--- src/rtl/divider_arbiter.sv ---
// Round-robin arbiter sharing one sequential 64/64->32 divider core among
// NUM_REQ valid/ready requesters, with local divide-by-zero handling and a
// watchdog on the core's done pulse.
module divider_arbiter #(
  parameter int unsigned NUM_REQ = 4,
  parameter int unsigned IDW     = 2,
  parameter int unsigned TIMEOUT = 48
) (
  input  logic                   clk,
  input  logic                   reset,
  input  logic [NUM_REQ-1:0]     req_valid,
  output logic [NUM_REQ-1:0]     req_ready,
  input  logic [NUM_REQ*64-1:0]  req_dividend,
  input  logic [NUM_REQ*64-1:0]  req_divisor,
  output logic                   resp_valid,
  input  logic                   resp_ready,
  output logic [IDW-1:0]         resp_id,
  output logic [31:0]            resp_quotient,
  output logic                   resp_err,
  output logic                   div_en,
  output logic [63:0]            div_dividend,
  output logic [63:0]            div_divisor,
  input  logic [31:0]            div_quotient,
  input  logic                   div_done
);

  localparam int unsigned DW = 64;
  localparam int unsigned QW = 32;
  localparam int unsigned CW = $clog2(TIMEOUT + 1);

  typedef enum logic [1:0] {
    S_IDLE   = 2'd0,
    S_LAUNCH = 2'd1,
    S_WAIT   = 2'd2,
    S_RESP   = 2'd3
  } state_t;

  state_t          state_q, state_d;
  logic [IDW-1:0]  rr_ptr_q, rr_ptr_d;
  logic [IDW-1:0]  win_id_q, win_id_d;
  logic [CW-1:0]   cnt_q, cnt_d;

  logic            resp_valid_d;
  logic [IDW-1:0]  resp_id_d;
  logic [QW-1:0]   resp_quotient_d;
  logic            resp_err_d;
  logic            div_en_d;
  logic [DW-1:0]   div_dividend_d;
  logic [DW-1:0]   div_divisor_d;

  logic            grant_found;
  logic [IDW-1:0]  grant_idx;
  logic [IDW-1:0]  cand;
  logic [DW-1:0]   sel_dividend;
  logic [DW-1:0]   sel_divisor;
  logic            timeout_hit;

  // Round-robin search starting just above the last served requester
  always_comb begin
    grant_found = 1'b0;
    grant_idx   = '0;
    cand        = '0;
    for (int unsigned k = 1; k <= NUM_REQ; k++) begin
      cand = IDW'((32'(rr_ptr_q) + k) % NUM_REQ);
      if (!grant_found && req_valid[cand]) begin
        grant_found = 1'b1;
        grant_idx   = cand;
      end
    end
    sel_dividend = req_dividend[DW*grant_idx +: DW];
    sel_divisor  = req_divisor[DW*grant_idx +: DW];
  end

  // Accept strobe is combinational so the winner sees it in the grant cycle
  always_comb begin
    req_ready = '0;
    if (state_q == S_IDLE && grant_found) begin
      req_ready = NUM_REQ'(1) << grant_idx;
    end
  end

  assign timeout_hit = (cnt_q == CW'(TIMEOUT - 1));

  // State and datapath registers
  always_ff @(posedge clk) begin
    if (reset) begin
      state_q       <= S_IDLE;
      rr_ptr_q      <= '0;
      win_id_q      <= '0;
      cnt_q         <= '0;
      resp_valid    <= 1'b0;
      resp_id       <= '0;
      resp_quotient <= '0;
      resp_err      <= 1'b0;
      div_en        <= 1'b0;
      div_dividend  <= '0;
      div_divisor   <= '0;
    end else begin
      state_q       <= state_d;
      rr_ptr_q      <= rr_ptr_d;
      win_id_q      <= win_id_d;
      cnt_q         <= cnt_d;
      resp_valid    <= resp_valid_d;
      resp_id       <= resp_id_d;
      resp_quotient <= resp_quotient_d;
      resp_err      <= resp_err_d;
      div_en        <= div_en_d;
      div_dividend  <= div_dividend_d;
      div_divisor   <= div_divisor_d;
    end
  end

  // Next-state logic; done takes priority over the watchdog
  always_comb begin
    state_d = state_q;
    case (state_q)
      S_IDLE: begin
        if (grant_found) begin
          state_d = (sel_divisor == '0) ? S_RESP : S_LAUNCH;
        end
      end
      S_LAUNCH: state_d = S_WAIT;
      S_WAIT: begin
        if (div_done || timeout_hit) begin
          state_d = S_RESP;
        end
      end
      S_RESP: begin
        if (resp_ready) begin
          state_d = S_IDLE;
        end
      end
      default: state_d = S_IDLE;
    endcase
  end

  // Next values of the registered outputs and bookkeeping
  always_comb begin
    rr_ptr_d        = rr_ptr_q;
    win_id_d        = win_id_q;
    cnt_d           = cnt_q;
    resp_valid_d    = resp_valid;
    resp_id_d       = resp_id;
    resp_quotient_d = resp_quotient;
    resp_err_d      = resp_err;
    div_en_d        = 1'b0;
    div_dividend_d  = div_dividend;
    div_divisor_d   = div_divisor;
    case (state_q)
      S_IDLE: begin
        if (grant_found) begin
          win_id_d = grant_idx;
          if (sel_divisor == '0) begin
            resp_valid_d    = 1'b1;
            resp_id_d       = grant_idx;
            resp_quotient_d = '1;
            resp_err_d      = 1'b1;
          end else begin
            div_en_d       = 1'b1;
            div_dividend_d = sel_dividend;
            div_divisor_d  = sel_divisor;
          end
        end
      end
      S_LAUNCH: cnt_d = '0;
      S_WAIT: begin
        cnt_d = cnt_q + CW'(1);
        if (div_done) begin
          resp_valid_d    = 1'b1;
          resp_id_d       = win_id_q;
          resp_quotient_d = div_quotient;
          resp_err_d      = 1'b0;
        end else if (timeout_hit) begin
          resp_valid_d    = 1'b1;
          resp_id_d       = win_id_q;
          resp_quotient_d = '0;
          resp_err_d      = 1'b1;
        end
      end
      S_RESP: begin
        if (resp_ready) begin
          resp_valid_d = 1'b0;
          rr_ptr_d     = win_id_q;
        end
      end
      default: ;
    endcase
  end

endmodule

--- config.mk ---
export PLATFORM = sky130hd
export DESIGN_NAME = divider_arbiter
export DESIGN_NICKNAME = d
export VERILOG_FILES = /design/src/rtl/divider_arbiter.sv
export SDC_FILE = /design/constraint.sdc
export NUM_CORES = 1
export LEC_CHECK = 0
export CAP_MARGIN = 20
export CORE_AREA = 2 2 284 286
export CTS_BUF_LIST = sky130_fd_sc_hd__clkbuf_8 sky130_fd_sc_hd__clkbuf_16
export DETAILED_ROUTE_END_ITERATION = 10
export DIE_AREA = 0 0 286 288
export GPL_ROUTABILITY_DRIVEN = 0
export SETUP_SLACK_MARGIN = 0.02
export SLEW_MARGIN = 20
export SYNTH_ARGS = -nofsm -noshare
export SYNTH_HDL_FRONTEND = slang
export SYNTH_SLANG_ARGS = --single-unit
--- constraint.sdc ---
create_clock -name clk -period 5.2 [get_ports clk]
set_input_delay 1.04 -clock clk [delete_from_list [all_inputs] [get_ports clk]]
set_output_delay 1.04 -clock clk [all_outputs]
set_load 0.01 [all_outputs]
# Word level (Yosys, flattened, before mapping)
# Index checks and enable logic that the tools add are counted.
# Widths: inputs -> output; s select.
[totals]
latch_bits = 0
mem_bits_rw = 0
mem_count = 0
ff_bits = 177
elab_cells = 97
output_inout_bits = 169
inputBits = 552
romBits = 0
[classes]
reduce_logical = 20
shift = 3
n_addsub = 5
n_mul = 0
n_mux = 42
bitwise_logic = 3
n_lt_le_gt_ge = 4
n_eq_ne = 9
n_div = 0
[op_table]
columns = ["cell", "count"]
rows = [
  ["$shiftx 256x9->64", 2],
  ["$mux 32", 4],
  ["$logic_not 64->1", 1],
  ["$pmux 32 s2", 1],
  ["$mux 2", 12],
  ["$mux 1", 15],
  ["$lt 2x3->1 const B", 4],
  ["$pmux 6 s2", 1],
  ["$bmux 1 s2", 4],
  ["$pmux 2 s4", 1],
  ["$add 6x1->6 const B", 1],
  ["$eq 6x6->1 const B", 1],
  ["$ne 2x2->1 const B", 3],
  ["$reduce_and 3->1", 2],
  ["$reduce_and 5->1", 1],
  ["$add 2x1->2 const B", 2],
  ["$add 2x2->2 const B", 2],
  ["$eq 2x2->1 const B", 2],
  ["$logic_and 1x1->1", 4],
  ["$mux 4", 1],
  ["$pmux 2 s2", 1],
  ["$reduce_and 2->1", 2],
  ["$reduce_and 4->1", 1],
  ["$reduce_bool 2->1", 2],
  ["12 further kinds", 16],
]

# Logic depth before layout (Yosys ltp)
[depth]
word_depth = 18
depth_mapped = 14
mapped_depth_nobuf = 8

# Worst setup path before layout
# OpenSTA, ideal clock, no wires.
[synth_path]
kind = "input-to-output"
startpoint = "in req_valid[3]"
endpoint = "out req_ready[2]"
path_slack_ns = 1.394
arrival_time_ns = 2.766
cell_stages = 8
required_time_ns = 4.160
path_buffers = 5
cell_sequence = "nor2b_1 > o221a_2 > buf_6 > buf_6 > clkbuf_1 > clkbuf_1 > clkbuf_1 > and3_1"
[synth_between]
elab_chain_cells = 14
elab_cells_between_ends = 25
classes_between = "shift (1); mux (17); reduce/logical (7)"
[synth_rtl]
columns = ["item", "line", "rtl"]
rows = [
  ["start: declaration", "11", "input logic [NUM_REQ-1:0] req_valid,"],
  ["$bmux 1 s2", "65", "if (!grant_found && req_valid[cand]) begin"],
  ["$mux 1 (not written as such)", "65", ""],
  ["$mux 1", "65", ""],
  ["$logic_not 1->1", "65", ""],
  ["$logic_and 1x1->1", "65", ""],
  ["$mux 1", "65", ""],
  ["$logic_not 1->1", "65", ""],
  ["$logic_and 1x1->1", "65", ""],
  ["$mux 1", "65", ""],
  ["$logic_not 1->1", "65", ""],
  ["$logic_and 1x1->1", "65", ""],
  ["$mux 2 / $mux 1 (equally long branches)", "65", ""],
  ["$shl 1x2->4 / $logic_and 1x1->1 (equally long branches)", "78, 77", ""],
  ["$mux 4 *", "77", "if (state_q == S_IDLE && grant_found) begin"],
  ["end: declaration", "12", "output logic [NUM_REQ-1:0] req_ready,"],
]
# Every way passes the cells marked *; elsewhere a longest branch is shown, timed or not. The select of a mux whose other input is x is not followed.

# Worst setup path after layout
[layout_path]
startpoint = "in req_valid[3]"
endpoint = "reg div_dividend[20]"
[layout_between]
elab_chain_cells = 16
elab_cells_between_ends = 27
classes_between = "shift (2); mux (16); bitwise (1); reduce/logical (8)"
[layout_rtl]
columns = ["item", "line", "rtl"]
rows = [
  ["$bmux 1 s2", "65", ""],
  ["$mux 1 (not written as such)", "65", ""],
  ["$mux 1", "65", ""],
  ["$logic_not 1->1", "65", ""],
  ["$logic_and 1x1->1", "65", ""],
  ["$mux 1", "65", ""],
  ["$logic_not 1->1", "65", ""],
  ["$logic_and 1x1->1", "65", ""],
  ["$mux 1", "65", ""],
  ["$logic_not 1->1", "65", ""],
  ["$logic_and 1x1->1", "65", ""],
  ["$mux 2", "65", ""],
  ["$shiftx 256x9->64", "71", "sel_divisor = req_divisor[DW*grant_idx +: DW];"],
  ["$logic_not 64->1", "153", "if (sel_divisor == '0) begin"],
  ["$not 1->1 (no line)", "-", ""],
  ["$reduce_and 3->1 (no line)", "-", ""],
  ["end signal: assignment", "108", "div_dividend <= div_dividend_d;"],
  ["end: declaration", "21", "output logic [63:0] div_dividend,"],
]
# Parallel ways exist; a longest one is shown, timed or not. The select of a mux whose other input is x is not followed.
# A chain may end at the register's enable or synchronous reset.

==> metrics.cfg <==
[routing]
first_pass_iters=5
drt_iter0_markers=953
routed_wl_mm=73.7
wl_per_cell_um=20.2
via_per_inst=4.44
antenna_left=0
vias=16200
drcViolationCount=0

[clock_network]
cts_buffers=17
cts.sinks=177
cts_resized=0
cts-htree-levels=4
ctsHoldBuffers=0
clk_pin_slew_ps=70
cts_setup_buffers=0
clk_latency_ps=490
clk_path_buf_depth=2
tritoncts=done
cts-root-buf=clkbuf_16

[yosys]
synth.net_count=2499
synth_edf_count=0
yosysWarnings=0
synthFlopType=dfxtp_1
ys_seq_area_frac=0.272
synth.most_common_cell=nand2_1
synth-seq-cells=177
avgSynthCellArea_um2=6.70
netlist_area_um2=13000
yosysTopAreaCell=dfxtp_1
synth_top_area_frac=0.272
syn_inst=1942
synthArstFlopShare=0
synth.distinct_cells=53
synthTopCellsByArea=dfxtp_1 (27%), nand2_1 (23%), mux2i_1 (14%), nand3_1 (7.7%), o211ai_1 (6.5%)
synth.top_cells.by_count=nand2_1 (781), nand3_1 (199), mux2i_1 (182)

[floorplanning]
die-area_um2=82400
die-height_um=288
start_util=0.163
die_x_um=286
core_um2=79600
io_pins=721
rows=104

[worst_hold_path]
min_path_cells=2
hp-class=reg2reg
worstHoldStart=div_divisor[33]
hold_end=div_divisor[33]

[timing]
period_share=0.897
worst_pin_slew_ps=880
fin_tns_setup_ps=0
hold_slack_ps=458
slew-limit-headroom=0.408
fmax_mhz=214
setup_viol_count_final=0
rsz0062_at_grt=no
finalClockSkew_ps=17.3
period_needed_ps=4660
hold_viol=0
drv_slew=0

[pwr]
swShare=0.385
comb_power_share=0.516
ir_drop_v=0.000217
leakage_nw=8.53
power_density_nw_per_um2=328
p_clk_frac=0.197
seqPwrFrac=0.287
fin_total_pwr_mw=7.18
internal-power_mw=4.42
p_switching_mw=2.77

[global_route]
grt_pass1_wl_mm=103
grt_use_met2=0.273
overflow=0
grtUsageTotal=0.170
antenna_found_initial=25
grt_pass1_vias=15400
use_met1=0.203
top_usage_layer=met2
grt_use_met3=0.0662
grt_max_degree=115

[worst_setup_path]
arrival_ps=5080
regToRegSetupSlack_ps=1270
critPathLaunchType=primary input
r2r_start=rr_ptr_q[1]
critical_path_class=in2reg
endpoint_kind=flip-flop
worstPathMaxFanout=30
worst-r2r-cell-count=12
r2r_end=div_dividend[20]
critPathRequiredTime_ps=5610

[placement]
placed_cells=3588
io_buffers=720
hpwl_mm=58.3

[layout]
num-nets-final=3104
drive_above_1_share=0.0383
num-fill-cells=8709
syn_to_final_growth_pct=68.7
final_cells=3639

[flow_run]
drv_cap=0

[run_status]
outcome=completed

[stage by stage]
| step | instance area [um2] | util | setup WS (ps) |
|---|---|---|---|
| 6_report | 21900 | 0.275 | 536 |
| 4_1_cts | 21900 | 0.275 | 551 |
| 3_5_place_dp | 21300 | 0.267 | 46.4 |
| 5_1_grt | 21900 | 0.275 | 331 |
| 2_1_floorplan | 13000 | - | 1390 |
| 3_3_place_gp | 21300 | 0.267 | 135 |
[placed cells by master, fill, tap and decap left out, types with 6 or more instances in the layout]
| master | count |
|---|---|
| clkdlybuf4s50_1 | 719 |
| buf_12 | 9 |
| buf_4 | 39 |
| o21ai_0 | 38 |
| clkbuf_16 | 17 |
| nor2_1 | 38 |
| nand4_1 | 10 |
| mux2i_1 | 182 |
| o211ai_1 | 113 |
| nor2b_1 | 6 |
| dfxtp_1 | 177 |
| nor4_1 | 29 |
| nand2_1 | 780 |
| nor3_1 | 11 |
| a21oi_1 | 7 |
| nor3b_1 | 67 |
| diode_2 | 19 |
| nand3_1 | 199 |
| a32oi_1 | 34 |
[sequential cells by signal (all words and copies together), names as in the netlist]
| signal | flops |
|---|---|
| win_id_q | 2 |
| resp_err | 1 |
| resp_valid | 1 |
| resp_quotient | 32 |
| cnt_q | 6 |
| resp_id | 2 |
| div_divisor | 64 |
| rr_ptr_q | 2 |
| div_en | 1 |
| div_dividend | 64 |
| state_q | 2 |
[final cells by class]
class	instances	area (um2)	area share
multi-input cells	1578	8700	0.397
clock buffers	17	425	0.0194
repair buffers	768	7670	0.350
well taps	1060	1330	0.0605
diodes	19	47.5	0.00217
clock inverters	15	189	0.00861
flip-flops and latches	177	3540	0.162
inverters	5	26.3	0.00120
[cell families (layout without fill, tap and decap cells)]
| logic type | after synthesis | after routing | share of synthesized area |
|---|---|---|---|
| xor+xnor | 4 | 4 | 0.00269 |
| fa+ha+maj | 5 | 5 | 0.00481 |
| flops | 177 | 177 | 0.272 |
| mux | 187 | 187 | 0.144 |
| simple gates | 1164 | 1164 | 0.391 |
| compound gates | 218 | 218 | 0.122 |
| buf+inv | 187 | 805 | 0.0634 |
| other cells | 0 | 19 | 0 |
[worst max-delay path by stage]
stage	endpoint	cells after the start	slack, ps	startpoint
after floorplan	req_ready[2]	8	1390	req_valid[3]
after global placement	div_dividend[20]	13	130	req_valid[0]
after detailed placement	div_dividend[20]	13	50	req_valid[0]
after CTS	req_ready[2]	6	550	req_valid[3]
after global routing	div_dividend[16]	13	330	req_valid[3]
final	div_dividend[20]	13	540	req_valid[3]
[critical path: stages]
cell             delay [ps]
clkdlybuf4s50_1         530
nor2b_1                 370
o221ai_4                340
buf_4                   360
nor4_1                  680
o211ai_1                230
a21oi_2                 280
nand4_1                 120
buf_4                   190
o21ai_4                 180
buf_12                  240
buf_12                  260
mux2i_1                 210
[routing by layer]
metal,vias up,share of wire
li1,7939,-
met1,7418,0.40
met2,697,0.46
met3,94,0.11
met4,12,0.030
met5,-,0.0011
[power groups by stage]
| stage | logic (mW) | clock network (mW) | registers [mW] |
|---|---|---|---|
| after floorplan | 1.64 | 0 | 2.23 |
| after CTS | 3.74 | 1.49 | 2.06 |
| final | 3.71 | 1.42 | 2.06 |
| after global placement | 3.71 | 0 | 2.09 |
| after detailed placement | 3.72 | 0 | 2.09 |
| after global routing | 3.97 | 1.53 | 2.11 |
Note: power is estimated with default switching activity, not from simulation.
